$ cat src/rtl/axi5_rd_cg_ctrl_mc.sv
// Multi-channel clock-gate controller for AXI5 read ports: per-channel outstanding
// tracking, idle timeout, gated/wake sequencing, ICG enable and ready-block mask.
module axi5_rd_cg_ctrl_mc #(
  parameter int NUM_CH              = 4,
  parameter int CG_IDLE_COUNT_WIDTH = 4,
  parameter int OTS_WIDTH           = 6,
  parameter int WAKE_CYCLES         = 2
) (
  input  logic                           aclk,
  input  logic                           areset,
  input  logic [NUM_CH-1:0]              cfg_cg_enable,
  input  logic [CG_IDLE_COUNT_WIDTH-1:0] cfg_cg_idle_count,
  input  logic [NUM_CH-1:0]              ch_arvalid,
  input  logic [NUM_CH-1:0]              ch_arready,
  input  logic [NUM_CH-1:0]              ch_rvalid,
  input  logic [NUM_CH-1:0]              ch_rready,
  input  logic [NUM_CH-1:0]              ch_rlast,
  input  logic [NUM_CH-1:0]              ch_busy,
  output logic [NUM_CH-1:0]              cg_clk_en,
  output logic [NUM_CH-1:0]              cg_block,
  output logic [NUM_CH-1:0]              cg_gating,
  output logic [NUM_CH-1:0]              cg_idle,
  output logic                           cg_all_gated,
  output logic [NUM_CH*OTS_WIDTH-1:0]    ots_count,
  output logic [NUM_CH-1:0]              err_ots_ovf,
  output logic [NUM_CH-1:0]              err_ots_udf
);

  localparam logic [1:0] ST_ACTIVE = 2'd0;
  localparam logic [1:0] ST_GATED  = 2'd1;
  localparam logic [1:0] ST_WAKE   = 2'd2;

  localparam logic [OTS_WIDTH-1:0]           OTS_MAX   = '1;
  localparam logic [CG_IDLE_COUNT_WIDTH-1:0] IDLE_MAX  = '1;
  localparam logic [3:0]                     WAKE_LOAD = 4'(WAKE_CYCLES - 1);

  genvar gi;
  generate
    for (gi = 0; gi < NUM_CH; gi++) begin : g_ch
      logic [1:0]                     state_reg, state_next;
      logic [CG_IDLE_COUNT_WIDTH-1:0] idle_cnt_reg, idle_cnt_next;
      logic [3:0]                     wake_cnt_reg, wake_cnt_next;
      logic [OTS_WIDTH-1:0]           ots_reg, ots_next;
      logic                           ovf_reg, ovf_next;
      logic                           udf_reg, udf_next;
      logic                           clk_en_reg, gating_reg, hold_block_reg;
      logic                           ar_hs, rl_hs, activity, wake_req, gate_now;

      assign ar_hs    = ch_arvalid[gi] & ch_arready[gi];
      assign rl_hs    = ch_rvalid[gi] & ch_rready[gi] & ch_rlast[gi];
      assign activity = ch_arvalid[gi] | ch_rvalid[gi] | ch_busy[gi] | (ots_reg != '0);
      assign wake_req = ch_arvalid[gi] | ch_rvalid[gi] | ch_busy[gi] | ~cfg_cg_enable[gi];

      // Gating decision is visible combinationally so ready is masked on the
      // same cycle the FSM commits to stopping the clock.
      assign gate_now = (state_reg == ST_ACTIVE) & ~activity & cfg_cg_enable[gi] &
                        (idle_cnt_reg >= cfg_cg_idle_count) & ~areset;

      always_comb begin
        ots_next = ots_reg;
        ovf_next = ovf_reg;
        udf_next = udf_reg;
        if (ar_hs && !rl_hs) begin
          if (ots_reg == OTS_MAX) ovf_next = 1'b1;
          else                    ots_next = ots_reg + OTS_WIDTH'(1);
        end else if (rl_hs && !ar_hs) begin
          if (ots_reg == '0) udf_next = 1'b1;
          else               ots_next = ots_reg - OTS_WIDTH'(1);
        end
      end

      always_comb begin
        state_next    = state_reg;
        idle_cnt_next = idle_cnt_reg;
        wake_cnt_next = wake_cnt_reg;
        case (state_reg)
          ST_ACTIVE: begin
            if (activity || !cfg_cg_enable[gi]) begin
              idle_cnt_next = '0;
            end else if (idle_cnt_reg >= cfg_cg_idle_count) begin
              state_next = ST_GATED;
            end else if (idle_cnt_reg != IDLE_MAX) begin
              idle_cnt_next = idle_cnt_reg + CG_IDLE_COUNT_WIDTH'(1);
            end
          end
          ST_GATED: begin
            if (wake_req) begin
              state_next    = ST_WAKE;
              wake_cnt_next = WAKE_LOAD;
            end
          end
          ST_WAKE: begin
            // Wake always runs to completion, even if the requester goes quiet.
            if (wake_cnt_reg == 4'd0) begin
              state_next    = ST_ACTIVE;
              idle_cnt_next = '0;
            end else begin
              wake_cnt_next = wake_cnt_reg - 4'd1;
            end
          end
          default: begin
            state_next    = ST_ACTIVE;
            idle_cnt_next = '0;
          end
        endcase
      end

      always_ff @(posedge aclk) begin
        if (areset) begin
          state_reg      <= ST_ACTIVE;
          idle_cnt_reg   <= '0;
          wake_cnt_reg   <= '0;
          ots_reg        <= '0;
          ovf_reg        <= 1'b0;
          udf_reg        <= 1'b0;
          clk_en_reg     <= 1'b1;
          gating_reg     <= 1'b0;
          hold_block_reg <= 1'b0;
        end else begin
          state_reg      <= state_next;
          idle_cnt_reg   <= idle_cnt_next;
          wake_cnt_reg   <= wake_cnt_next;
          ots_reg        <= ots_next;
          ovf_reg        <= ovf_next;
          udf_reg        <= udf_next;
          clk_en_reg     <= (state_next != ST_GATED);
          gating_reg     <= (state_next == ST_GATED);
          hold_block_reg <= (state_next != ST_ACTIVE);
        end
      end

      assign cg_clk_en[gi]                          = clk_en_reg;
      assign cg_block[gi]                           = hold_block_reg | gate_now;
      assign cg_gating[gi]                          = gating_reg;
      assign cg_idle[gi]                            = ~activity;
      assign ots_count[gi*OTS_WIDTH +: OTS_WIDTH]   = ots_reg;
      assign err_ots_ovf[gi]                        = ovf_reg;
      assign err_ots_udf[gi]                        = udf_reg;
    end
  endgenerate

  assign cg_all_gated = &cg_gating;

endmodule

$ cat config.mk
export PLATFORM = sky130hd
export DESIGN_NAME = axi5_rd_cg_ctrl_mc
export DESIGN_NICKNAME = d
export VERILOG_FILES = /design/src/rtl/axi5_rd_cg_ctrl_mc.sv
export SDC_FILE = /design/constraint.sdc
export NUM_CORES = 1
export LEC_CHECK = 0
export ABC_CLOCK_PERIOD_IN_PS = 3400
export CAP_MARGIN = 20
export CELL_PAD_IN_SITES_DETAIL_PLACEMENT = 1
export CELL_PAD_IN_SITES_GLOBAL_PLACEMENT = 1
export CORE_ASPECT_RATIO = 1.1
export CORE_UTILIZATION = 45
export CTS_CLUSTER_SIZE = 14
export DETAILED_ROUTE_END_ITERATION = 8
export PLACE_DENSITY = 0.91
export SYNTH_ARGS = -nofsm -noshare
export SYNTH_HDL_FRONTEND = slang
export SYNTH_SLANG_ARGS = --single-unit
$ cat constraint.sdc
create_clock -name aclk -period 3.4 [get_ports aclk]
set_input_delay 0.34 -clock aclk [delete_from_list [all_inputs] [get_ports aclk]]
set_output_delay 0.34 -clock aclk [all_outputs]
set_load 0.02 [all_outputs]
[Word level (Yosys, flattened, before mapping)]
Cells that the tools add are included.
Operators by class
  reductions and logical operators: 73
  eq/ne operators: 52
  add/sub/neg operators: 16
  multiplexer cells: 68
  order comparisons: 4
  bitwise logic cells: 65
Operators by type and width (count)
  2-to-1 mux 4 bit: 24
  2-to-1 mux 6 bit: 16
  one-hot mux 4 bit (3 select lines): 4
  inequality test 2 bit (second input constant): 20
  AND reduction 3 bit: 12
  2-to-1 mux 2 bit: 16
  one-hot mux 4 bit (2 select lines): 4
  bitwise AND 1 bit: 28
  adder 6 x 1 -> 6 bit (second input constant): 4
  == test 6 bit (second input constant): 4
  zero test 6 bit: 4
  one-hot mux 2 bit (3 select lines): 4
  nonzero test 2 bit: 12
  nonzero test 6 bit: 4
  subtractor 6 x 1 -> 6 bit (second input constant): 4
  bitwise OR 1 bit: 20
  AND reduction 4 bit: 5
  inverter 1 bit: 17
  adder 4 x 1 -> 4 bit (second input constant): 4
  == test 2 x 1 -> 1 bit (second input constant): 8
  greater-or-equal comparator 4 bit: 4
  zero test 4 bit: 4
  inequality test 4 bit (second input constant): 4
  subtractor 4 x 1 -> 4 bit (second input constant): 4
  other kinds (10): 48
Word-level totals
  bits of input ports: 34
  register bits after elaboration: 84
  word-level logic and storage cells: 314
  output and inout bits: 49

[Depth between registers and ports, before layout]
  depth in word-level cells: 9
  gate-level depth with buffers: 10
  mapped depth without buffers: 10

[Worst setup path before layout]
Ideal clock, no wire load.
  path type: input to register
  from: in ch_arready[2]
  to: reg g_ch[2].ots_reg[5]
  data arrival time: 2.078 ns
  slack: 1.201 ns
  data required time: 3.279 ns
  library setup time: 0.121 ns
  stages on the path: 10
  cells stage by stage: nand2_1 > inv_1 > ha_1 > inv_1 > ha_1 > a211oi_1 > o21bai_1 > a21oi_1 > mux2i_1 > mux2_2
Between the ends
  word-level cells in the longest chain between the ends: 5
  elaborated cells on any way between the ends: 9
  classes of those cells: eq/ne: 2; mux: 1; bitwise: 1; reduce/logical: 5
Ends and longest elaborated chain
  from (decl): RTL line 14  | input logic [NUM_CH-1:0] ch_arready,
  bitwise AND 1 bit (*): RTL line 49  | assign ar_hs = ch_arvalid[gi] & ch_arready[gi];
  zero test 1 bit: RTL line 66  | end else if (rl_hs && !ar_hs) begin
  logical AND 1 bit: RTL line 66
  nonzero test 2 bit (no source line)
  AND reduction 3 bit (no source line)
  to (signal assigned): RTL line 123  | ots_reg <= ots_next;
  to (decl): RTL line 43  | logic [OTS_WIDTH-1:0] ots_reg, ots_next;
Every way passes the cells marked *; elsewhere a longest branch is shown, timed or not.
A chain may end at the register's enable or synchronous reset.

[Final worst setup path]
  from: in cfg_cg_idle_count[0]
  to: out cg_block[0]
Between the ends
  word-level cells in the longest chain between the ends: 4
Ends and longest elaborated chain
  from (decl): RTL line 12  | input logic [CG_IDLE_COUNT_WIDTH-1:0] cfg_cg_idle_count,
  greater-or-equal comparator 4 bit: RTL line 57  | (idle_cnt_reg >= cfg_cg_idle_count) & ~areset;
  bitwise AND 1 bit: RTL line 56  | assign gate_now = (state_reg == ST_ACTIVE) & ~activity & cfg_cg_enable[gi] &
  bitwise AND 1 bit: RTL line 57
  bitwise OR 1 bit: RTL line 133  | assign cg_block[gi] = hold_block_reg | gate_now;
  to (decl): RTL line 20  | output logic [NUM_CH-1:0] cg_block,
No other way between the ends.

==> metrics <==
clock tree from TritonCTS done; layout cells sized above 1 8.61%; clock root cell clkbuf_16; CP Launch Point cfg_cg_idle_count[0]; Async SR Flop Fraction 0%; Routed Antenna Nets 0; Critical Path Start Type input pin; detailed-route wire length about 15 mm; PwrDens 591 mW/mm2; GRT Resource Usage Total 24.3%; CTS sink cnt 84; setup TNS 0 ns; sequential fraction of the synthesis area a little over 30%; Clock power frac 27.4%; multi-input logic area roughly 0.0034 mm2; Hold Path Cell Cnt 2; Non-Filler Instances between 800 and 900; most used cell, CP clkdlybuf4s50_1; final antenna diode count 0; GRT overflow 0; pin count of the biggest net entering global routing 71; Pre-antenna DRT Iters 4; Lkg Pwr 2.64 nW; Switch Pwr 1.42 mW; top cells by count, synth dfxtp_1, nor2_1, ha_1; Final Power 3.90 mW; worst hold path class in2reg; EDFF count, synth 0; Slew @ Worst Pin ~0.84 ns; Worst R2R Setup Slack 0.77 ns; Starting DRT DRC Count 175; minimum clock period 3.29 ns; most common flop cell mapped by yosys dfxtp_1; Peak VDD IR 0.320 mV; Setup Skew 0.00309 ns; Sequential Area 0.00168 mm2; Switching Share 36.5%; Num CTS Buffers 9; Via Count ~4800; net count reported at finish 755; P_int between 2 and 2.5 mW; cts hold-fix bufs 0; Worst-path clk slew 0.06 ns; Max Slew Vio Count 0; DP Cell Count 808; Synth area leaders dfxtp_1, ha_1, nor2_1, mux2i_1, a21oi_1; library cells used by synthesis 62; Sequential Power Share between 30% and 40%; H-Tree Depth 3; Comb power frac around two fifths; fmax 304 MHz; area growth from synthesis to layout 20.4%; CP delay by family, top buffers and inverters; RePlAce Congestion 0.845; YS warnings 0; Longest Clk Path Bufs 2; RSZ-0062 raised after global routing no; crit share post-route a little over nine tenths; WP data arrival 2.95 ns; Worst Path Max Fanout 5; reg2reg start g_ch[3].idle_cnt_reg[0]; vias in the first global route 5229; Final Hold Fails 0; crit-path cells clkdlybuf4s50_1 > ha_1 > nand2b_1 > a2111oi_0 > nor4_2 > a21o_1 > clkdlybuf4s50_1; Port-buffer cells 82; worst flop-to-flop path endpoint g_ch[3].idle_cnt_reg[3]; Rows 41; area share of the largest cell type after synthesis a little under a third; Crit path required time 3.06 ns; Syn Std Cell Area 0.00549 mm2; CP Depth 7; most numerous cell in the Yosys netlist dfxtp_1; Yosys top cell by area dfxtp_1; Crit-path slowest cell a2111oi_0; status finished, final reports clean; post_cts resized 0; num ports just over 80; kind of end point of the critical path output pin; Setup Fix Bufs, Post-CTS 0; Rel. slew slack 43.9%; Final setup viols 0; first-pass GRT wire length 24.6 mm; filler cell count around 1400; Core Region 0.0117 mm2; synthesized area per cell 8.99 um2; crit path buf inv count 2; crit path capture cg_block[0]; max incr delay on CP slightly above 0.7 ns; total die area 0.0126 mm2; max-cap viol count 0; Die Wd approximately 110 um; crit path kind in2out; initial antenna violation count 0; Final HPWL DP 10.8 mm; Clk Latency, worst-skew pair 0.35 ns; Initial Util ~47%; WL per Instance 18.0 um; Post-Syn Nets 696; number of flip-flops under the largest register name 24; drc violations 0; flop and latch count out of synthesis 84; Die H 118 um; Syn Inst Count 610; FF-to-FF path depth 8; Via density 5.83
==> cell type report <==
type                    instances  share of cell area, %
inverters                      43                   2.44
repair buffers                 87                   12.9
clock inverters                 5                   1.14
multi-input cells             444                   51.5
well taps                     150                   2.84
flip-flops and latches         84                   25.5
clock buffers                  11                   3.68
==> worst min-delay path by stage <==
stage / startpoint / endpoint / slack, ns
CTS: areset / g_ch[0].wake_cnt_reg[1] / 0.25
detailed placement: g_ch[1].ovf_reg / g_ch[1].ovf_reg / 0.46
floorplan: g_ch[0].ovf_reg / g_ch[0].ovf_reg / 0.43
global placement: g_ch[0].ovf_reg / g_ch[0].ovf_reg / 0.44
finish: areset / g_ch[0].wake_cnt_reg[1] / 0.25
global route: areset / g_ch[0].wake_cnt_reg[1] / 0.27
==> metal layers <==
layer  up-vias  wire (um)  global-route usage (%)  share of wire (%)
met5         -          0                       0                  0
met4         0        403                    10.8                2.7
met3        30        390                    3.38                2.6
met2        82       7890                    45.6                 53
met1      2373       6150                    26.4                 41
li1       2316          -                       -                  -
==> power by group through the flow <==
stage	Clock, mW	Sequential, mW	Combinational, mW
floorplan	0	1.36	0.936
global placement	0	1.30	1.43
detailed placement	0	1.31	1.51
CTS	1.08	1.29	1.55
global route	1.12	1.31	1.67
finish	1.07	1.29	1.54
==> layout by cell type, fill, tap and decap left out, types with 15 or more instances in the layout <==
cell type	instances
a21oi_1	32
clkdlybuf4s50_1	81
dfxtp_1	84
ha_1	48
inv_1	40
mux2i_1	19
nand2_1	25
nand3_1	15
nor2_1	71
nor3_1	17
xnor2_1	16
==> stage by stage <==
stage	worst slack (ns)	cell area, um2	utilization (%)	hold slack [ns]
after detailed placement	0.143	6280	53.7	0.464
after global placement	0.234	6280	53.7	0.439
after floorplan	1.20	5490	-	0.426
after CTS	0.115	6600	56.5	0.247
final	0.114	6600	56.5	0.253
after global routing	0.0101	6600	56.5	0.265
==> logic make-up (layout without fill, tap and decap cells) <==
group,count (synthesis),after routing,synth area share [%]
simple gates,222,222,24.8
compound gates,124,124,16.9
flops,84,84,30.7
buf+inv,82,146,7.34
fa+ha+maj,52,52,12.4
xor+xnor,23,23,3.67
mux,23,23,4.29
Power figures use the tool's default switching activity.
